File: src/rtl/exception_arbiter_if.sv
// ============================================================================
// exception_arbiter_if
// MEM-stage exception arbiter bus: MEM flags, CP0 state/bypass and CP0 outputs.
// Revision: 1.0 - initial release
// ============================================================================
`default_nettype none

interface exception_arbiter_if;
  logic        instValid_i;
  logic [7:0]  excFlags_i;
  logic [31:0] pc_i;
  logic [31:0] memAddr_i;
  logic        inDelaySlot_i;
  logic [31:0] status_i;
  logic [31:0] cause_i;
  logic [31:0] epc_i;
  logic [31:0] ebase_i;
  logic        cp0WriteEnable_i;
  logic [4:0]  cp0WriteAddr_i;
  logic [31:0] cp0WriteData_i;
  logic [5:0]  int_i;
  logic [5:0]  int_o;
  logic [31:0] exceptionType_o;
  logic [31:0] exceptionAddr_o;
  logic        inDelaySlot_o;
  logic [31:0] badVaddr_o;
  logic        flush_o;
  logic [31:0] newPc_o;

  modport slave (
    input  instValid_i, excFlags_i, pc_i, memAddr_i, inDelaySlot_i,
    input  status_i, cause_i, epc_i, ebase_i,
    input  cp0WriteEnable_i, cp0WriteAddr_i, cp0WriteData_i, int_i,
    output int_o, exceptionType_o, exceptionAddr_o, inDelaySlot_o,
    output badVaddr_o, flush_o, newPc_o
  );

  modport master (
    output instValid_i, excFlags_i, pc_i, memAddr_i, inDelaySlot_i,
    output status_i, cause_i, epc_i, ebase_i,
    output cp0WriteEnable_i, cp0WriteAddr_i, cp0WriteData_i, int_i,
    input  int_o, exceptionType_o, exceptionAddr_o, inDelaySlot_o,
    input  badVaddr_o, flush_o, newPc_o
  );
endinterface

`default_nettype wire

File: src/rtl/exception_arbiter.sv
// ============================================================================
// exception_arbiter
// Fixed-priority MEM exception/interrupt select feeding CP0, with flush FSM.
// Optional macro INT_SYNC_EN: 2-flop synchronizer on int_i -> int_o.
// Revision: 1.0 - initial release
// ============================================================================
`default_nettype none

module exception_arbiter #(
  parameter logic [31:0] EXC_OFFSET   = 32'h0000_0180,
  parameter int          FLUSH_CYCLES = 2
) (
  input  logic              clk,
  input  logic              rst,
  exception_arbiter_if.slave bus
);

  localparam int CNT_W = (FLUSH_CYCLES > 1) ? $clog2(FLUSH_CYCLES) : 1;
  localparam logic [CNT_W-1:0] c_cnt_init = CNT_W'(FLUSH_CYCLES - 1);
  localparam logic [CNT_W-1:0] c_cnt_one  = CNT_W'(1);
  localparam logic [4:0] c_reg_status = 5'd12;
  localparam logic [4:0] c_reg_cause  = 5'd13;
  localparam logic [4:0] c_reg_epc    = 5'd14;

  typedef enum logic [0:0] {
    ST_IDLE  = 1'b0,
    ST_FLUSH = 1'b1
  } state_t;

  state_t           r_state;
  logic [CNT_W-1:0] r_cnt;

  // Same-cycle CP0 write bypass (WB write not yet visible in CP0 outputs).
  logic        w_byp_status;
  logic        w_byp_cause;
  logic        w_byp_epc;
  logic        w_ie;
  logic        w_exl;
  logic [7:0]  w_im;
  logic [7:0]  w_ip;
  logic [31:0] w_epc;
  logic        w_unused;

  assign w_byp_status = bus.cp0WriteEnable_i && (bus.cp0WriteAddr_i == c_reg_status);
  assign w_byp_cause  = bus.cp0WriteEnable_i && (bus.cp0WriteAddr_i == c_reg_cause);
  assign w_byp_epc    = bus.cp0WriteEnable_i && (bus.cp0WriteAddr_i == c_reg_epc);

  assign w_ie  = w_byp_status ? bus.cp0WriteData_i[0]    : bus.status_i[0];
  assign w_exl = w_byp_status ? bus.cp0WriteData_i[1]    : bus.status_i[1];
  assign w_im  = w_byp_status ? bus.cp0WriteData_i[15:8] : bus.status_i[15:8];
  assign w_ip  = {bus.cause_i[15:10],
                  (w_byp_cause ? bus.cp0WriteData_i[9:8] : bus.cause_i[9:8])};
  assign w_epc = w_byp_epc ? bus.cp0WriteData_i : bus.epc_i;

  assign w_unused = ^{bus.status_i[31:16], bus.status_i[7:2],
                      bus.cause_i[31:16], bus.cause_i[7:0]};

  logic        w_irq;
  logic [7:0]  w_flags;
  logic        w_exc_valid;
  logic [31:0] w_exc_type;
  logic [31:0] w_bad_vaddr;
  logic [31:0] w_target;

  assign w_irq   = bus.instValid_i && w_ie && !w_exl && ((w_ip & w_im) != 8'h00);
  assign w_flags = bus.instValid_i ? bus.excFlags_i : 8'h00;

  always_comb begin
    w_exc_valid = 1'b1;
    w_exc_type  = 32'h0;
    w_bad_vaddr = 32'h0;
    w_target    = bus.ebase_i + EXC_OFFSET;
    if (w_irq) begin
      w_exc_type = 32'h1;
    end else if (w_flags[0]) begin
      w_exc_type  = 32'h4;
      w_bad_vaddr = bus.pc_i;
    end else if (w_flags[1]) begin
      w_exc_type = 32'ha;
    end else if (w_flags[2]) begin
      w_exc_type = 32'hc;
    end else if (w_flags[3]) begin
      w_exc_type = 32'h8;
    end else if (w_flags[4]) begin
      w_exc_type = 32'h9;
    end else if (w_flags[5]) begin
      w_exc_type = 32'he;
      w_target   = w_epc;
    end else if (w_flags[6]) begin
      w_exc_type  = 32'h4;
      w_bad_vaddr = bus.memAddr_i;
    end else if (w_flags[7]) begin
      w_exc_type  = 32'h5;
      w_bad_vaddr = bus.memAddr_i;
    end else begin
      w_exc_valid = 1'b0;
    end
  end

  // Exception fields pulse for one cycle; flush/newPc persist FLUSH_CYCLES cycles.
  always_ff @(posedge clk) begin
    if (rst) begin
      r_state             <= ST_IDLE;
      r_cnt               <= '0;
      bus.exceptionType_o <= 32'h0;
      bus.exceptionAddr_o <= 32'h0;
      bus.inDelaySlot_o   <= 1'b0;
      bus.badVaddr_o      <= 32'h0;
      bus.flush_o         <= 1'b0;
      bus.newPc_o         <= 32'h0;
    end else begin
      case (r_state)
        ST_IDLE: begin
          if (w_exc_valid) begin
            bus.exceptionType_o <= w_exc_type;
            bus.exceptionAddr_o <= bus.pc_i;
            bus.inDelaySlot_o   <= bus.inDelaySlot_i;
            bus.badVaddr_o      <= w_bad_vaddr;
            bus.flush_o         <= 1'b1;
            bus.newPc_o         <= w_target;
            r_cnt               <= c_cnt_init;
            r_state             <= (FLUSH_CYCLES > 1) ? ST_FLUSH : ST_IDLE;
          end else begin
            bus.exceptionType_o <= 32'h0;
            bus.exceptionAddr_o <= 32'h0;
            bus.inDelaySlot_o   <= 1'b0;
            bus.badVaddr_o      <= 32'h0;
            bus.flush_o         <= 1'b0;
            bus.newPc_o         <= 32'h0;
          end
        end
        ST_FLUSH: begin
          bus.exceptionType_o <= 32'h0;
          bus.exceptionAddr_o <= 32'h0;
          bus.inDelaySlot_o   <= 1'b0;
          bus.badVaddr_o      <= 32'h0;
          bus.flush_o         <= 1'b1;
          r_cnt               <= r_cnt - c_cnt_one;
          if (r_cnt <= c_cnt_one) begin
            r_state <= ST_IDLE;
          end
        end
        default: begin
          r_state <= ST_IDLE;
          r_cnt   <= '0;
        end
      endcase
    end
  end

`ifdef INT_SYNC_EN
  logic [5:0] r_int_meta;
  logic [5:0] r_int_sync;

  always_ff @(posedge clk) begin
    if (rst) begin
      r_int_meta <= 6'h0;
      r_int_sync <= 6'h0;
    end else begin
      r_int_meta <= bus.int_i;
      r_int_sync <= r_int_meta;
    end
  end

  assign bus.int_o = r_int_sync;
`else
  assign bus.int_o = bus.int_i;
`endif

endmodule

`default_nettype wire

File: src/flat_wrapper.sv
// flat-port wrapper written by rule: the top's interface ports become plain ports
module exception_arbiter_flat 
#(
  parameter logic [31:0] EXC_OFFSET   = 32'h0000_0180,
  parameter int          FLUSH_CYCLES = 2
)
  (clk, rst, bus_instValid_i, bus_excFlags_i, bus_pc_i, bus_memAddr_i, bus_inDelaySlot_i, bus_status_i, bus_cause_i, bus_epc_i, bus_ebase_i, bus_cp0WriteEnable_i, bus_cp0WriteAddr_i, bus_cp0WriteData_i, bus_int_i, bus_int_o, bus_exceptionType_o, bus_exceptionAddr_o, bus_inDelaySlot_o, bus_badVaddr_o, bus_flush_o, bus_newPc_o);
  exception_arbiter_if bus_i ();
  input  logic clk;
  input  logic rst;
  input wire logic [$bits(bus_i.instValid_i)-1:0] bus_instValid_i;
  input wire logic [$bits(bus_i.excFlags_i)-1:0] bus_excFlags_i;
  input wire logic [$bits(bus_i.pc_i)-1:0] bus_pc_i;
  input wire logic [$bits(bus_i.memAddr_i)-1:0] bus_memAddr_i;
  input wire logic [$bits(bus_i.inDelaySlot_i)-1:0] bus_inDelaySlot_i;
  input wire logic [$bits(bus_i.status_i)-1:0] bus_status_i;
  input wire logic [$bits(bus_i.cause_i)-1:0] bus_cause_i;
  input wire logic [$bits(bus_i.epc_i)-1:0] bus_epc_i;
  input wire logic [$bits(bus_i.ebase_i)-1:0] bus_ebase_i;
  input wire logic [$bits(bus_i.cp0WriteEnable_i)-1:0] bus_cp0WriteEnable_i;
  input wire logic [$bits(bus_i.cp0WriteAddr_i)-1:0] bus_cp0WriteAddr_i;
  input wire logic [$bits(bus_i.cp0WriteData_i)-1:0] bus_cp0WriteData_i;
  input wire logic [$bits(bus_i.int_i)-1:0] bus_int_i;
  output wire logic [$bits(bus_i.int_o)-1:0] bus_int_o;
  output wire logic [$bits(bus_i.exceptionType_o)-1:0] bus_exceptionType_o;
  output wire logic [$bits(bus_i.exceptionAddr_o)-1:0] bus_exceptionAddr_o;
  output wire logic [$bits(bus_i.inDelaySlot_o)-1:0] bus_inDelaySlot_o;
  output wire logic [$bits(bus_i.badVaddr_o)-1:0] bus_badVaddr_o;
  output wire logic [$bits(bus_i.flush_o)-1:0] bus_flush_o;
  output wire logic [$bits(bus_i.newPc_o)-1:0] bus_newPc_o;
  assign bus_i.instValid_i = bus_instValid_i;
  assign bus_i.excFlags_i = bus_excFlags_i;
  assign bus_i.pc_i = bus_pc_i;
  assign bus_i.memAddr_i = bus_memAddr_i;
  assign bus_i.inDelaySlot_i = bus_inDelaySlot_i;
  assign bus_i.status_i = bus_status_i;
  assign bus_i.cause_i = bus_cause_i;
  assign bus_i.epc_i = bus_epc_i;
  assign bus_i.ebase_i = bus_ebase_i;
  assign bus_i.cp0WriteEnable_i = bus_cp0WriteEnable_i;
  assign bus_i.cp0WriteAddr_i = bus_cp0WriteAddr_i;
  assign bus_i.cp0WriteData_i = bus_cp0WriteData_i;
  assign bus_i.int_i = bus_int_i;
  assign bus_int_o = bus_i.int_o;
  assign bus_exceptionType_o = bus_i.exceptionType_o;
  assign bus_exceptionAddr_o = bus_i.exceptionAddr_o;
  assign bus_inDelaySlot_o = bus_i.inDelaySlot_o;
  assign bus_badVaddr_o = bus_i.badVaddr_o;
  assign bus_flush_o = bus_i.flush_o;
  assign bus_newPc_o = bus_i.newPc_o;
  exception_arbiter #(.EXC_OFFSET(EXC_OFFSET), .FLUSH_CYCLES(FLUSH_CYCLES)) u_core (.clk(clk), .rst(rst), .bus(bus_i));
endmodule
File: config.mk
export PLATFORM = sky130hd
export DESIGN_NAME = exception_arbiter_flat
export DESIGN_NICKNAME = d
export VERILOG_FILES = /design/src/rtl/exception_arbiter_if.sv /design/src/rtl/exception_arbiter.sv /design/src/flat_wrapper.sv
export SDC_FILE = /design/constraint.sdc
export NUM_CORES = 1
export LEC_CHECK = 0
export BUFFER_PORTS_ARGS = -buffer_cell sky130_fd_sc_hd__buf_2
export CELL_PAD_IN_SITES_DETAIL_PLACEMENT = 1
export CELL_PAD_IN_SITES_GLOBAL_PLACEMENT = 1
export CORE_MARGIN = 8
export CORE_UTILIZATION = 25
export DETAILED_ROUTE_END_ITERATION = 10
export PLACE_DENSITY_LB_ADDON = 0.1
export SLEW_MARGIN = 20
export SYNTH_ARGS = -nofsm -noshare
export SYNTH_HDL_FRONTEND = slang
export SYNTH_SLANG_ARGS = --single-unit
File: constraint.sdc
create_clock -name clk -period 2.5 [get_ports clk]
set_input_delay 0.5 -clock clk [delete_from_list [all_inputs] [get_ports clk]]
set_output_delay 0.5 -clock clk [all_outputs]
set_load 0.05 [all_outputs]
==> flow_summary.html, run 1 <==
<table>
<tr><th>Metric</th><th>Value</th></tr>
<tr><th colspan="2">Setup path</th></tr>
<tr><td>Critical path launch point</td><td>bus_cp0WriteAddr_i[4]</td></tr>
<tr><td>Data required time at the worst endpoint</td><td>2.75 ns</td></tr>
<tr><td>Worst r2r src</td><td>u_core.r_state</td></tr>
<tr><td>Critical Path Source Type</td><td>input port</td></tr>
<tr><td>Start-to-end type of the worst setup path</td><td>input port to flop</td></tr>
<tr><td>CP arrival</td><td>2.55 ns</td></tr>
<tr><td>Crit path max-delay family</td><td>compound AO/OA/AOI/OAI gates</td></tr>
<tr><td>Slowest Stage Delay on Critical Path</td><td>0.34 ns</td></tr>
<tr><td>Endpoint class of the critical path</td><td>flop</td></tr>
<tr><td>Crit-path slowest cell</td><td>sky130_fd_sc_hd__mux2_4</td></tr>
<tr><td>Max FO, Critical Path</td><td>22</td></tr>
<tr><td>Cell Chain, Critical Path</td><td>buf_2 -&gt; nand4b_4 -&gt; nor3_4 -&gt; mux2_4 -&gt; a211oi_4 -&gt; buf_12 -&gt; a31o_2 -&gt; buf_12 -&gt; nand2_1 -&gt; a32o_1</td></tr>
<tr><td>Worst path buffer plus inverter count</td><td>3</td></tr>
<tr><td>Cell occurring most often along the worst timing path</td><td>sky130_fd_sc_hd__buf_12</td></tr>
<tr><th colspan="2">Logic synthesis</th></tr>
<tr><td>Mux cell area share after synthesis</td><td>7.254%</td></tr>
<tr><td>Area share of fa/ha/maj cells after synthesis</td><td>0.2519%</td></tr>
<tr><td>FFs w/ async S/R, synth</td><td>0%</td></tr>
<tr><td>Distinct cell type count of the synthesized netlist</td><td>58</td></tr>
<tr><td>Mapped Area</td><td>4967 um^2</td></tr>
<tr><td>Synth warn</td><td>0</td></tr>
<tr><td>Most used DFF post-synth</td><td>sky130_fd_sc_hd__dfxtp_1</td></tr>
<tr><td>Post-synthesis sequential area ratio</td><td>41.51%</td></tr>
<tr><td>Compound-cell area share of the yosys netlist</td><td>18.59%</td></tr>
<tr><td>Number of standard cells after synthesis</td><td>537</td></tr>
<tr><td>Xor/xnor cell area share of the yosys netlist</td><td>3.879%</td></tr>
<tr><td>Seq cells post-synth</td><td>103</td></tr>
<tr><td>Simple-gate share of the synthesized area</td><td>18.92%</td></tr>
<tr><td>Combinational family with the most area after synthesis</td><td>simple AND/OR/NAND/NOR gates</td></tr>
<tr><td>Count of flip-flops with a built-in enable after synthesis</td><td>0</td></tr>
<tr><td>Syn_area_per_cell</td><td>9.250 um^2</td></tr>
<tr><th colspan="2">STA</th></tr>
<tr><td>Post-Route Setup TNS</td><td>0 ns</td></tr>
<tr><td>Worst Max-Slew Pin Slew</td><td>0.5834 ns</td></tr>
<tr><td>Upper clock frequency limit</td><td>434.1 MHz</td></tr>
<tr><td>Unrepaired setup endpoints after global routing</td><td>false</td></tr>
<tr><td>Slew Limit Headroom</td><td>60.75%</td></tr>
<tr><td>Min Tclk post-route</td><td>2.304 ns</td></tr>
<tr><td>Final worst clock skew</td><td>0.01102 ns</td></tr>
<tr><td>Fin. max-slew vios</td><td>0</td></tr>
<tr><td>Final critical-path share of the clock period</td><td>92.14%</td></tr>
<tr><td>Final Hold Fails</td><td>0</td></tr>
<tr><td>Final setup violation count</td><td>0</td></tr>
<tr><th colspan="2">Drt</th></tr>
<tr><td>Final antenna-violating net count</td><td>0</td></tr>
<tr><td>Detail Route met3 WL</td><td>2219 um</td></tr>
<tr><td>Initial DRC count</td><td>156</td></tr>
<tr><td>Vias per std cell</td><td>4.628</td></tr>
<tr><td>Detailed-router iteration count before antenna repair</td><td>4</td></tr>
<tr><td>Routed metal-1 wirelength</td><td>8107 um</td></tr>
<tr><td>Vias</td><td>5119</td></tr>
<tr><td>Final wirelength</td><td>21360 um</td></tr>
<tr><td>Uppermost metal layer occupied by signal nets</td><td>met5</td></tr>
<tr><td>Count of unresolved DRC violations after routing</td><td>0</td></tr>
<tr><td>WL met2</td><td>10850 um</td></tr>
<tr><td>Routed length per placed instance</td><td>19.31 um</td></tr>
<tr><th colspan="2">Power and ir drop</th></tr>
<tr><td>Power density relative to cell area</td><td>612.8 nW/um^2</td></tr>
<tr><td>Comb power frac</td><td>25.3%</td></tr>
<tr><td>Portion of total power attributed to the clock network</td><td>33.9%</td></tr>
<tr><td>Portion of total power attributed to sequential cells</td><td>40.9%</td></tr>
<tr><td>Net switching fraction of the power</td><td>35.56%</td></tr>
<tr><td>Maximum vdd ir drop</td><td>0.3658 mV</td></tr>
<tr><td>Static leakage power</td><td>3.357 nW</td></tr>
<tr><td>Net switching component of the power</td><td>1.540 mW</td></tr>
<tr><td>Internal power contribution</td><td>2.792 mW</td></tr>
<tr><th colspan="2">Worst hold path</th></tr>
<tr><td>Hold crit path type</td><td>input port to flop</td></tr>
<tr><td>Start point of the worst min-delay path</td><td>bus_memAddr_i[21]</td></tr>
<tr><th colspan="2">Placed design</th></tr>
<tr><td>Placed wire-length estimate after detailed placement</td><td>17320 um</td></tr>
<tr><td>Count of buffers from port buffering</td><td>297</td></tr>
<tr><td>Global placement routability congestion</td><td>0.8108</td></tr>
<tr><th colspan="2">Flow run</th></tr>
<tr><td>Max-cap violations</td><td>0</td></tr>
<tr><th colspan="2">Floorplanning</th></tr>
<tr><td>Area of the core region</td><td>19460 um^2</td></tr>
<tr><td>I/O pin count</td><td>384</td></tr>
<tr><td>Chip Width</td><td>157.0 um</td></tr>
<tr><td>Placement row count</td><td>51</td></tr>
<tr><td>Initial Util</td><td>25.52%</td></tr>
<tr><td>Area of the die</td><td>24630 um^2</td></tr>
<tr><td>Vertical die dimension</td><td>157.0 um</td></tr>
<tr><th colspan="2">CTS</th></tr>
<tr><td>Buffer levels on the longest clock path</td><td>2</td></tr>
<tr><td>Clock sinks</td><td>103</td></tr>
<tr><td>Cell at the root of the clock tree</td><td>sky130_fd_sc_hd__clkbuf_16</td></tr>
<tr><td>Quantity of gates resized following cts</td><td>0</td></tr>
<tr><td>Deepest level of the CTS H-tree</td><td>3</td></tr>
<tr><td>Post-CTS setup repair buffer count</td><td>0</td></tr>
<tr><td>Number of buffers created by CTS</td><td>9</td></tr>
<tr><td>TritonCTS clock tree</td><td>yes</td></tr>
<tr><td>Clock input transition at the sequential cells of the worst setup and hold paths</td><td>0.08 ns</td></tr>
<tr><td>Clock insertion delay at the later pin of the skew report</td><td>0.35 ns</td></tr>
<tr><td>Count of hold buffers inserted by post-cts repair</td><td>0</td></tr>
<tr><th colspan="2">Global routing</th></tr>
<tr><td>Maximum number of pins on one net before global-route repair</td><td>35</td></tr>
<tr><td>Vias in the first global route</td><td>5737</td></tr>
<tr><td>Wire length of the first global-routing pass</td><td>31640 um</td></tr>
<tr><td>All-Layer GR Usage</td><td>16.54%</td></tr>
<tr><td>Antenna violations before repair</td><td>3</td></tr>
<tr><td>Congestion Overflow GR</td><td>0</td></tr>
<tr><th colspan="2">Finish</th></tr>
<tr><td>Post-layout nets</td><td>1083</td></tr>
<tr><td>Post-Route Utilization</td><td>36.32%</td></tr>
<tr><td>Syn-to-layout area delta</td><td>42.32%</td></tr>
<tr><td>Fraction of layout instances using a drive strength above 1</td><td>43.74%</td></tr>
<tr><th colspan="2">Run status</th></tr>
<tr><td>Run status</td><td>completed</td></tr>
</table>
## logic make-up after synthesis
group / after synthesis
flops: 103
simple gates: 185
compound gates: 115
xor+xnor: 22
other cells: 1
mux: 35
fa+ha+maj: 1
buf+inv: 75
## placed cells by master (no fill, tap or decap), types with 5 or more instances in the layout
cell and count:
sky130_fd_sc_hd__a21oi_1 6, sky130_fd_sc_hd__a22oi_1 35, sky130_fd_sc_hd__a32o_1 31, sky130_fd_sc_hd__and3_1 37
sky130_fd_sc_hd__buf_2 297, sky130_fd_sc_hd__buf_4 27, sky130_fd_sc_hd__clkbuf_16 9, sky130_fd_sc_hd__conb_1 28
sky130_fd_sc_hd__dfxtp_1 103, sky130_fd_sc_hd__inv_1 6, sky130_fd_sc_hd__mux2i_1 33, sky130_fd_sc_hd__nand2_1 48
sky130_fd_sc_hd__nand3_1 13, sky130_fd_sc_hd__nand4_1 5, sky130_fd_sc_hd__nor2_1 53, sky130_fd_sc_hd__o21ai_0 23
sky130_fd_sc_hd__xnor2_1 8, sky130_fd_sc_hd__xor2_1 14
## worst register-to-register path: cells and delay by family (launching register included)
kind               cells  cell delay [ns]
DFF                    1             0.34
and+or+nand+nor        1             0.47
AOI/OAI and AO/OA      2             0.51
## cells in the mapped netlist (all sizes together) (2+ instances only)
cell type / count / share of area (%)
xor2: 14 / 2.5
a41oi: 2 / 0.73
nand2b: 3 / 0.38
a21oi: 7 / 0.93
and4b: 2 / 0.43
a32o: 31 / 6.2
xnor2: 8 / 1.4
nor3: 6 / 0.83
o21ai: 26 / 2.7
clkbuf: 18 / 1.4
dfxtp: 103 / 42
a211oi: 2 / 0.65
mux2i: 33 / 6.6
a22oi: 35 / 5.3
mux2: 2 / 0.60
buf: 51 / 7.7
nand4: 5 / 0.63
and3: 40 / 5.1
nand3: 15 / 1.9
o31ai: 2 / 0.40
inv: 6 / 0.45
and2: 3 / 0.43
nor4: 3 / 0.50
nor3b: 3 / 0.45
nor2: 54 / 4.1
a31oi: 2 / 0.25
nand2: 48 / 3.6
## layer usage
metal  GRT usage [%]  vias up
met3           6.608       17
met4           3.524        6
met5               0        -
met1           17.47     2419
met2           30.34      204
li1                -     2473
## stage by stage
| stage | cells | total power, mW | hold slack, ns | area (um^2) | setup WS, ns |
|---|---|---|---|---|---|
| after global routing | 1104 | 4.557 | 0.3656 | 7064 | 0.09523 |
| after global placement | 1088 | 2.899 | 0.4454 | 6753 | -0.1797 |
| after detailed placement | 1088 | 2.915 | 0.4536 | 6753 | -0.2172 |
| after floorplan | 564 | 2.570 | 0.4597 | 5081 | -0.04969 |
| final | 1106 | 4.332 | 0.3777 | 7069 | 0.1964 |
| after CTS | 1104 | 4.407 | 0.3613 | 7064 | 0.1644 |
## final cells by class
cell class | instances | area, um^2
clock buffers | 9 | 225.2
flip-flops and latches | 103 | 2062
repair buffers | 328 | 1769
well taps | 265 | 331.6
diodes | 2 | 5.005
inverters | 6 | 22.52
clock inverters | 7 | 86.33
fillers | 2368 | 12390
multi-input cells | 386 | 2567
## power by group through the flow
stage | clock network, mW | registers, mW | logic, mW
floorplan | 0 | 2.14 | 0.427
global placement | 0 | 1.81 | 1.09
detailed placement | 0 | 1.81 | 1.10
CTS | 1.53 | 1.77 | 1.11
global route | 1.61 | 1.78 | 1.17
finish | 1.47 | 1.77 | 1.09
## flip-flops by register name, indices dropped and copies added, names as in the netlist
signal                      count
u_core.bus.badVaddr_o          32
u_core.bus.exceptionAddr_o     32
u_core.bus.newPc_o             32
u_core.bus.exceptionType_o      4
u_core.bus.flush_o              1
u_core.bus.inDelaySlot_o        1
u_core.r_state                  1
## path summary, 6_finish.rpt
| kind | to | slack [ns] | cells after the start |
|---|---|---|---|
| worst max-delay path | u_core.bus.newPc_o[25] | 0.20 | 10 |
| worst min-delay path | u_core.bus.badVaddr_o[21] | 0.38 | 3 |
| worst max register to register | u_core.bus.newPc_o[13] | 1.13 | 3 |
| worst min register to register | u_core.bus.newPc_o[22] | 0.47 | 1 |
(Power assumes the default switching activity.)
==> run 2, diff against run 1 <==
Settings changed: CORE_ASPECT_RATIO set to 0.9.
==> run 2 against run 1 <==
  * Global-route usage fell by 0.17 points
  * Worst setup slack got worse by 0.10 ns
  * Sequential share of layout area rose by 0.16 points
  * Critical endpoint is now u_core.bus.newPc_o[7]
  * Sequential cell count did not move
==> flow_summary.html, run 2 (synthesis gave the netlist of run 1 again) <==
<table>
<tr><th>Metric</th><th>Value</th></tr>
<tr><th colspan="2">Global routing</th></tr>
<tr><td>Antenna violations before repair</td><td>1 (-2)</td></tr>
<tr><td>Congestion Overflow GR</td><td>0 (unchanged)</td></tr>
<tr><td>Maximum number of pins on one net before global-route repair</td><td>35 (unchanged)</td></tr>
<tr><td>Wire length of the first global-routing pass</td><td>31340 um (-0.94%)</td></tr>
<tr><td>Vias in the first global route</td><td>5514 (-3.9%)</td></tr>
<tr><td>All-Layer GR Usage</td><td>16.37% (-0.17 points)</td></tr>
<tr><th colspan="2">CTS</th></tr>
<tr><td>Buffer levels on the longest clock path</td><td>2 (unchanged)</td></tr>
<tr><td>Number of buffers created by CTS</td><td>9 (unchanged)</td></tr>
<tr><td>Count of hold buffers inserted by post-cts repair</td><td>0 (unchanged)</td></tr>
<tr><td>TritonCTS clock tree</td><td>yes</td></tr>
<tr><td>Clock input transition at the sequential cells of the worst setup and hold paths</td><td>0.08 ns (about the same)</td></tr>
<tr><td>Deepest level of the CTS H-tree</td><td>3 (unchanged)</td></tr>
<tr><td>Post-CTS setup repair buffer count</td><td>0 (unchanged)</td></tr>
<tr><td>Clock sinks</td><td>103 (unchanged)</td></tr>
<tr><td>Clock insertion delay at the later pin of the skew report</td><td>0.35 ns (about the same)</td></tr>
<tr><td>Cell at the root of the clock tree</td><td>sky130_fd_sc_hd__clkbuf_16</td></tr>
<tr><td>Quantity of gates resized following cts</td><td>0 (unchanged)</td></tr>
<tr><th colspan="2">STA</th></tr>
<tr><td>Upper clock frequency limit</td><td>415.9 MHz (-4.2%)</td></tr>
<tr><td>Worst Max-Slew Pin Slew</td><td>0.4983 ns (-0.08513 ns)</td></tr>
<tr><td>Post-Route Setup TNS</td><td>0 ns (unchanged)</td></tr>
<tr><td>Fin. max-slew vios</td><td>0 (unchanged)</td></tr>
<tr><td>Slew Limit Headroom</td><td>66.47% (+5.7 points)</td></tr>
<tr><td>Final Hold Fails</td><td>0 (unchanged)</td></tr>
<tr><td>Min Tclk post-route</td><td>2.405 ns (+0.1010 ns)</td></tr>
<tr><td>Final setup violation count</td><td>0 (unchanged)</td></tr>
<tr><td>Unrepaired setup endpoints after global routing</td><td>false</td></tr>
<tr><td>Final worst clock skew</td><td>0.005594 ns (-0.005429 ns)</td></tr>
<tr><td>Final critical-path share of the clock period</td><td>96.18% (+4.0 points)</td></tr>
<tr><th colspan="2">Floorplanning</th></tr>
<tr><td>Chip Width</td><td>164.6 um (+4.9%)</td></tr>
<tr><td>Placement row count</td><td>49 (-3.9%)</td></tr>
<tr><td>I/O pin count</td><td>384 (unchanged)</td></tr>
<tr><td>Initial Util</td><td>25.16% (-0.36 points)</td></tr>
<tr><td>Area of the die</td><td>24640 um^2 (about the same)</td></tr>
<tr><td>Vertical die dimension</td><td>149.7 um (-4.6%)</td></tr>
<tr><td>Area of the core region</td><td>19740 um^2 (+1.4%)</td></tr>
<tr><th colspan="2">Setup path</th></tr>
<tr><td>CP arrival</td><td>2.71 ns (+0.16 ns)</td></tr>
<tr><td>Crit path max-delay family</td><td>compound AO/OA/AOI/OAI gates</td></tr>
<tr><td>Worst path buffer plus inverter count</td><td>3 (unchanged)</td></tr>
<tr><td>Worst r2r src</td><td>u_core.r_state</td></tr>
<tr><td>Critical Path Source Type</td><td>input port</td></tr>
<tr><td>Register-to-Register Setup Slack</td><td>1.16 ns (+0.03 ns)</td></tr>
<tr><td>Max FO, Critical Path</td><td>8 (-64%)</td></tr>
<tr><td>R2r endpoint</td><td>u_core.bus.newPc_o[31]</td></tr>
<tr><td>Data required time at the worst endpoint</td><td>2.80 ns (+0.05 ns)</td></tr>
<tr><td>Worst Reg2Reg Path Length in Cells</td><td>3 (unchanged)</td></tr>
<tr><td>Endpoint class of the critical path</td><td>flop</td></tr>
<tr><td>Start-to-end type of the worst setup path</td><td>input port to flop</td></tr>
<tr><td>Crit-path slowest cell</td><td>sky130_fd_sc_hd__mux2_4</td></tr>
<tr><td>Cell Chain, Critical Path</td><td>buf_2 -&gt; nand4b_4 -&gt; nor3_4 -&gt; mux2_4 -&gt; a211oi_4 -&gt; buf_12 -&gt; a41oi_4 -&gt; buf_4 -&gt; o21ai_0 -&gt; a32o_1</td></tr>
<tr><td>Slowest Stage Delay on Critical Path</td><td>0.34 ns (about the same)</td></tr>
<tr><th colspan="2">Drt</th></tr>
<tr><td>Vias per std cell</td><td>4.571 (-1.2%)</td></tr>
<tr><td>Initial DRC count</td><td>207 (+33%)</td></tr>
<tr><td>Final wirelength</td><td>21130 um (-1.1%)</td></tr>
<tr><td>Detailed-router iteration count before antenna repair</td><td>4 (unchanged)</td></tr>
<tr><td>Final antenna-violating net count</td><td>0 (unchanged)</td></tr>
<tr><td>Count of unresolved DRC violations after routing</td><td>0 (unchanged)</td></tr>
<tr><td>Vias</td><td>4996 (-2.4%)</td></tr>
<tr><td>Routed length per placed instance</td><td>19.33 um (+0.10%)</td></tr>
<tr><th colspan="2">Power and ir drop</th></tr>
<tr><td>Maximum vdd ir drop</td><td>0.3142 mV (-14%)</td></tr>
<tr><td>Net switching fraction of the power</td><td>35.52% (about the same)</td></tr>
<tr><td>Static leakage power</td><td>3.350 nW (-0.22%)</td></tr>
<tr><td>Internal power contribution</td><td>2.778 mW (-0.51%)</td></tr>
<tr><td>Comb power frac</td><td>25.5% (+0.2 points)</td></tr>
<tr><td>Portion of total power attributed to sequential cells</td><td>41.1% (+0.2 points)</td></tr>
<tr><td>Portion of total power attributed to the clock network</td><td>33.5% (-0.4 points)</td></tr>
<tr><td>Net switching component of the power</td><td>1.530 mW (-0.65%)</td></tr>
<tr><td>Power density relative to cell area</td><td>612.8 nW/um^2 (about the same)</td></tr>
<tr><th colspan="2">Finish</th></tr>
<tr><td>Filler cell count</td><td>2396 (+1.2%)</td></tr>
<tr><td>Post-Route Utilization</td><td>35.61% (-0.71 points)</td></tr>
<tr><td>Post-layout nets</td><td>1081 (-0.18%)</td></tr>
<tr><td>Area occupied by registers</td><td>2062 um^2 (unchanged)</td></tr>
<tr><td>Fraction of layout instances using a drive strength above 1</td><td>43.61% (-0.13 points)</td></tr>
<tr><td>Area of the multi-input gates</td><td>2562 um^2 (-0.19%)</td></tr>
<tr><td>Most frequent cells in the layout</td><td>sky130_fd_sc_hd__buf_2, sky130_fd_sc_hd__dfxtp_1, sky130_fd_sc_hd__nor2_1</td></tr>
<tr><td>Syn-to-layout area delta</td><td>41.54%</td></tr>
<tr><td>Most common cell after layout, fill and taps aside</td><td>sky130_fd_sc_hd__buf_2</td></tr>
<tr><td>Registers with the most flip-flops</td><td>u_core.bus.badVaddr_o (32), u_core.bus.exceptionAddr_o (32), u_core.bus.newPc_o (32)</td></tr>
<tr><th colspan="2">Placed design</th></tr>
<tr><td>Placed wire-length estimate after detailed placement</td><td>16810 um (-2.9%)</td></tr>
<tr><td>Count of buffers from port buffering</td><td>297 (unchanged)</td></tr>
<tr><td>Global placement routability congestion</td><td>0.7739 (-4.6%)</td></tr>
<tr><th colspan="2">Worst hold path</th></tr>
<tr><td>Hold crit path type</td><td>input port to flop</td></tr>
<tr><td>Hold depth</td><td>2 (-1)</td></tr>
<tr><td>Start point of the worst min-delay path</td><td>rst</td></tr>
<tr><td>Sink of the worst hold path</td><td>u_core.bus.flush_o</td></tr>
<tr><th colspan="2">Flow run</th></tr>
<tr><td>Max-cap violations</td><td>0 (unchanged)</td></tr>
<tr><th colspan="2">Run status</th></tr>
<tr><td>Run status</td><td>completed</td></tr>
</table>
==> run 2: worst max-delay path by stage <==
stage | startpoint | endpoint | slack, ns | cells after the start
6_report | bus_cp0WriteAddr_i[4] | u_core.bus.newPc_o[7] | 0.1 | 10
5_1_grt | bus_cp0WriteAddr_i[4] | u_core.bus.newPc_o[7] | 0.02 | 10
4_1_cts | bus_cp0WriteAddr_i[4] | u_core.bus.newPc_o[7] | 0.11 | 10
3_5_place_dp | bus_cp0WriteAddr_i[4] | u_core.bus.newPc_o[7] | -0.26 | 10
3_3_place_gp | bus_cp0WriteAddr_i[4] | u_core.bus.newPc_o[7] | -0.22 | 10
2_1_floorplan | bus_cp0WriteAddr_i[4] | u_core.bus.newPc_o[0] | -0.05 | 9
==> run 2: stage by stage <==
step	total power [mW]	hold slack [ns]	setup slack [ns]	instances	instance area, um^2
3_5_place_dp	2.914	0.4511	-0.2580	1076	6733
4_1_cts	4.385	0.3551	0.1096	1092	7028
6_report	4.308	0.3769	0.09540	1093	7030
5_1_grt	4.514	0.3708	0.01680	1093	7030
3_3_place_gp	2.900	0.4458	-0.2221	1076	6733
2_1_floorplan	2.570	0.4597	-0.04969	564	5081
==> run 2: power groups by stage <==
stage	clock network (mW)	logic, mW	registers, mW
after floorplan	0	0.427	2.14
after global placement	0	1.09	1.81
after detailed placement	0	1.10	1.81
after CTS	1.51	1.11	1.77
after global routing	1.56	1.17	1.78
final	1.44	1.10	1.77
==> run 2: routing by layer <==
layer  global-route usage [%]  share of wire, %  vias up
li1                         -                 -     2468
met1                    19.44                41     2339
met2                    28.38                50      170
met3                    4.400               7.4       19
met4                    4.770               1.6        0
met5                        0                 0        -
==> run 2: cell type report <==
cell class	instances	share of cell area, %
Antenna cell	1	0.03559
Clock buffer	9	3.203
Clock inverter	7	0.9966
Inverter	6	0.3203
Multi-Input combinational cell	386	36.45
Sequential cell	103	29.33
Tap cell	255	4.538
Timing Repair Buffer	326	25.13
==> run 3, diff against run 2 <==
--- a/config.mk
+++ b/config.mk
@@ -14,4 +14,5 @@
 export DETAILED_ROUTE_END_ITERATION = 10
 export PLACE_DENSITY_LB_ADDON = 0.1
+export SETUP_SLACK_MARGIN = 0.5
 export SLEW_MARGIN = 20
 export SYNTH_ARGS = -nofsm -noshare
==> constraint.sdc (replaced) <==
create_clock -name clk -period 2.5 [get_ports clk]
set_input_delay 0 -clock clk [delete_from_list [all_inputs] [get_ports clk]]
set_output_delay 0 -clock clk [all_outputs]
set_load 0.05 [all_outputs]
==> run 3 against run 2 <==
  * Sequential power about the same
  * Global-route usage up 1.2 points
  * Utilization increased by 3.9 points
  * Critical endpoint is now u_core.bus.newPc_o[30]
  * Largest power group unchanged
  * Highest routed layer unchanged
==> flow_summary.html, run 3 (synthesis gave the netlist of run 1 again) <==
<table>
<tr><th>Metric</th><th>Value</th></tr>
<tr><th colspan="2">Finish</th></tr>
<tr><td>Post-layout nets</td><td>1158 (+7.1%)</td></tr>
<tr><td>Fraction of layout instances using a drive strength above 1</td><td>38.73% (-4.9 points)</td></tr>
<tr><td>Non-filler instance count after layout</td><td>1172 (+7.2%)</td></tr>
<tr><td>Filler cell count</td><td>2413 (+0.71%)</td></tr>
<tr><td>Most common cell after layout, fill and taps aside</td><td>sky130_fd_sc_hd__buf_2</td></tr>
<tr><td>Post-Route Utilization</td><td>39.56% (+3.9 points)</td></tr>
<tr><td>Most frequent cells in the layout</td><td>sky130_fd_sc_hd__buf_2, sky130_fd_sc_hd__dfxtp_1, sky130_fd_sc_hd__dlygate4sd3_1</td></tr>
<tr><td>Syn-to-layout area delta</td><td>57.20%</td></tr>
<tr><td>Registers with the most flip-flops</td><td>u_core.bus.badVaddr_o (32), u_core.bus.exceptionAddr_o (32), u_core.bus.newPc_o (32)</td></tr>
<tr><th colspan="2">Power and ir drop</th></tr>
<tr><td>Net switching component of the power</td><td>1.556 mW (+1.7%)</td></tr>
<tr><td>Tot Pwr</td><td>4.408 mW (+2.3%)</td></tr>
<tr><td>Maximum vdd ir drop</td><td>0.2793 mV (-11%)</td></tr>
<tr><td>Portion of total power attributed to the clock network</td><td>32.7% (-0.8 points)</td></tr>
<tr><td>Net switching fraction of the power</td><td>35.29% (-0.23 points)</td></tr>
<tr><td>Internal power contribution</td><td>2.852 mW (+2.7%)</td></tr>
<tr><td>Power density relative to cell area</td><td>564.5 nW/um^2 (-7.9%)</td></tr>
<tr><td>Comb power frac</td><td>27.1% (+1.6 points)</td></tr>
<tr><td>Static leakage power</td><td>3.634 nW (+8.5%)</td></tr>
<tr><td>Portion of total power attributed to sequential cells</td><td>40.2% (-0.9 points)</td></tr>
<tr><th colspan="2">Placed design</th></tr>
<tr><td>Global placement routability congestion</td><td>0.7667 (-0.93%)</td></tr>
<tr><td>Count of buffers from port buffering</td><td>297 (unchanged)</td></tr>
<tr><td>Count of placed standard cells including taps</td><td>1061 (-1.4%)</td></tr>
<tr><td>Placed wire-length estimate after detailed placement</td><td>16940 um (+0.77%)</td></tr>
<tr><th colspan="2">Floorplanning</th></tr>
<tr><td>Chip Width</td><td>164.6 um (unchanged)</td></tr>
<tr><td>Placement row count</td><td>49 (unchanged)</td></tr>
<tr><td>Initial Util</td><td>25.16% (unchanged)</td></tr>
<tr><td>Area of the core region</td><td>19740 um^2 (unchanged)</td></tr>
<tr><td>I/O pin count</td><td>384 (unchanged)</td></tr>
<tr><td>Area of the die</td><td>24640 um^2 (unchanged)</td></tr>
<tr><td>Vertical die dimension</td><td>149.7 um (unchanged)</td></tr>
<tr><th colspan="2">CTS</th></tr>
<tr><td>Number of buffers created by CTS</td><td>9 (unchanged)</td></tr>
<tr><td>Clock insertion delay at the later pin of the skew report</td><td>0.35 ns (about the same)</td></tr>
<tr><td>Clock sinks</td><td>103 (unchanged)</td></tr>
<tr><td>Clock input transition at the sequential cells of the worst setup and hold paths</td><td>0.07 ns (about the same)</td></tr>
<tr><td>TritonCTS clock tree</td><td>yes</td></tr>
<tr><td>Buffer levels on the longest clock path</td><td>2 (unchanged)</td></tr>
<tr><td>Deepest level of the CTS H-tree</td><td>3 (unchanged)</td></tr>
<tr><td>Cell at the root of the clock tree</td><td>sky130_fd_sc_hd__clkbuf_16</td></tr>
<tr><th colspan="2">Drt</th></tr>
<tr><td>Detailed-router iteration count before antenna repair</td><td>4 (unchanged)</td></tr>
<tr><td>Routed length per placed instance</td><td>19.36 um (+0.13%)</td></tr>
<tr><td>Initial DRC count</td><td>197 (-4.8%)</td></tr>
<tr><td>Vias per std cell</td><td>4.667 (+2.1%)</td></tr>
<tr><td>Final wirelength</td><td>22690 um (+7.4%)</td></tr>
<tr><td>Final antenna-violating net count</td><td>0 (unchanged)</td></tr>
<tr><td>Vias</td><td>5470 (+9.5%)</td></tr>
<tr><td>Count of unresolved DRC violations after routing</td><td>0 (unchanged)</td></tr>
<tr><th colspan="2">Setup path</th></tr>
<tr><td>Endpoint class of the critical path</td><td>flop</td></tr>
<tr><td>Worst r2r src</td><td>u_core.r_state</td></tr>
<tr><td>Max FO, Critical Path</td><td>34 (+26)</td></tr>
<tr><td>Register-to-Register Setup Slack</td><td>1.11 ns (-0.05 ns)</td></tr>
<tr><td>Worst Reg2Reg Path Length in Cells</td><td>3 (unchanged)</td></tr>
<tr><td>Start-to-end type of the worst setup path</td><td>input port to flop</td></tr>
<tr><td>CP arrival</td><td>2.13 ns (-0.58 ns)</td></tr>
<tr><td>Critical Path Source Type</td><td>input port</td></tr>
<tr><td>Data required time at the worst endpoint</td><td>2.74 ns (-0.06 ns)</td></tr>
<tr><td>R2r endpoint</td><td>u_core.bus.newPc_o[30]</td></tr>
<tr><th colspan="2">STA</th></tr>
<tr><td>Min Tclk post-route</td><td>1.887 ns (-0.5176 ns)</td></tr>
<tr><td>Unrepaired setup endpoints after global routing</td><td>false</td></tr>
<tr><td>Final critical-path share of the clock period</td><td>75.48% (-21 points)</td></tr>
<tr><td>Worst hold slack across all endpoints</td><td>0.00001930 ns (-0.3768 ns)</td></tr>
<tr><td>Final Hold Fails</td><td>0 (unchanged)</td></tr>
<tr><td>Post-Route Setup TNS</td><td>0 ns (unchanged)</td></tr>
<tr><td>Fin. max-slew vios</td><td>0 (unchanged)</td></tr>
<tr><td>Worst Max-Slew Pin Slew</td><td>0.5619 ns (+0.06355 ns)</td></tr>
<tr><td>Final setup violation count</td><td>0 (unchanged)</td></tr>
<tr><td>Slew Limit Headroom</td><td>62.15% (-4.3 points)</td></tr>
<tr><td>Upper clock frequency limit</td><td>530.0 MHz (+27%)</td></tr>
<tr><td>Final worst clock skew</td><td>0.006541 ns (+0.0009474 ns)</td></tr>
<tr><th colspan="2">Global routing</th></tr>
<tr><td>Congestion Overflow GR</td><td>0 (unchanged)</td></tr>
<tr><td>Vias in the first global route</td><td>5965 (+8.2%)</td></tr>
<tr><td>Wire length of the first global-routing pass</td><td>33620 um (+7.3%)</td></tr>
<tr><td>Maximum number of pins on one net before global-route repair</td><td>35 (unchanged)</td></tr>
<tr><td>All-Layer GR Usage</td><td>17.57% (+1.2 points)</td></tr>
<tr><td>Antenna violations before repair</td><td>2 (+1)</td></tr>
<tr><th colspan="2">Flow run</th></tr>
<tr><td>Max-cap violations</td><td>0 (unchanged)</td></tr>
<tr><th colspan="2">Run status</th></tr>
<tr><td>Run status</td><td>completed</td></tr>
<tr><th colspan="2">Worst hold path</th></tr>
<tr><td>Start point of the worst min-delay path</td><td>bus_int_i[5]</td></tr>
<tr><td>Hold crit path type</td><td>input port to output pin</td></tr>
<tr><td>Sink of the worst hold path</td><td>bus_int_o[5]</td></tr>
<tr><td>Hold depth</td><td>0 (-2)</td></tr>
</table>
run 3: cell types whose count changed in the layout (fill, tap and decap cells not counted), sizes merged:
cell         change
buf             -11
diode            +2
dlygate4sd3     +88
run 3: worst max path at each step:
| stage | startpoint | endpoint | slack (ns) | cells after the start |
|---|---|---|---|---|
| after floorplan | bus_cp0WriteAddr_i[4] | u_core.bus.newPc_o[0] | 0.45 | 9 |
| after global placement | bus_cp0WriteAddr_i[4] | u_core.bus.newPc_o[8] | 0.13 | 9 |
| after detailed placement | bus_cp0WriteAddr_i[4] | u_core.bus.newPc_o[8] | 0.1 | 9 |
| after CTS | bus_cp0WriteAddr_i[4] | u_core.bus.newPc_o[26] | 0.49 | 9 |
| after global routing | bus_cp0WriteAddr_i[4] | u_core.bus.badVaddr_o[9] | 0.51 | 9 |
| final | bus_cp0WriteAddr_i[4] | u_core.bus.newPc_o[30] | 0.61 | 9 |
run 3: cell type report:
type                       count  area (um^2)  share of cell area, %
sequential                   103         2062                  26.41
multi-input combinational    386         2562                  32.82
inverter                       6        22.52                 0.2884
clock inverter                 7        70.07                 0.8973
tap                          255        319.1                  4.086
antenna                        3        7.507                0.09614
clock buffer                   9        225.2                  2.884
timing repair buffer         403         2540                  32.53
run 3: worst max-delay path: stages:
cell and delay, ns:
sky130_fd_sc_hd__buf_2 0.10, sky130_fd_sc_hd__nand4b_4 0.20, sky130_fd_sc_hd__nor3_4 0.22, sky130_fd_sc_hd__mux2_4 0.35, sky130_fd_sc_hd__a211oi_4 0.38, sky130_fd_sc_hd__buf_4 0.19, sky130_fd_sc_hd__nand3_4 0.09, sky130_fd_sc_hd__and2_4 0.31
sky130_fd_sc_hd__a32o_1 0.27
run 3: through the flow:
step / setup slack, ns / area, um^2
5_1_grt: 0.5078 / 7806
4_1_cts: 0.4852 / 7779
6_report: 0.6130 / 7809
3_3_place_gp: 0.1304 / 6595
2_1_floorplan: 0.4503 / 5081
3_5_place_dp: 0.09816 / 6595
run 3: power by group through the flow:
stage	registers [mW]	clock network, mW	logic, mW
2_1_floorplan	2.14	0	0.427
6_report	1.77	1.44	1.20
3_5_place_dp	1.81	0	1.08
5_1_grt	1.78	1.57	1.27
3_3_place_gp	1.81	0	1.07
4_1_cts	1.77	1.51	1.20
run 3: routing by layer:
| layer | global-route usage [%] | share of wire [%] | vias to the layer above |
|---|---|---|---|
| met5 | 0 | 0 | - |
| met4 | 5.581 | 2.0 | 0 |
| met3 | 4.373 | 6.7 | 27 |
| met2 | 31.53 | 51 | 194 |
| met1 | 20.05 | 40 | 2619 |
| li1 | - | - | 2630 |
run 3: what timing repair did:
action / CTS / global route
endpoints found under the setup margin: 11 / 90
gates resized for setup: 0 / 1
pin swaps: 1 / 1
gates cloned: 0 / 0
hold buffers: 88 / 0
setup buffers: 1 / 3
endpoints found under the hold margin: 76 / 0
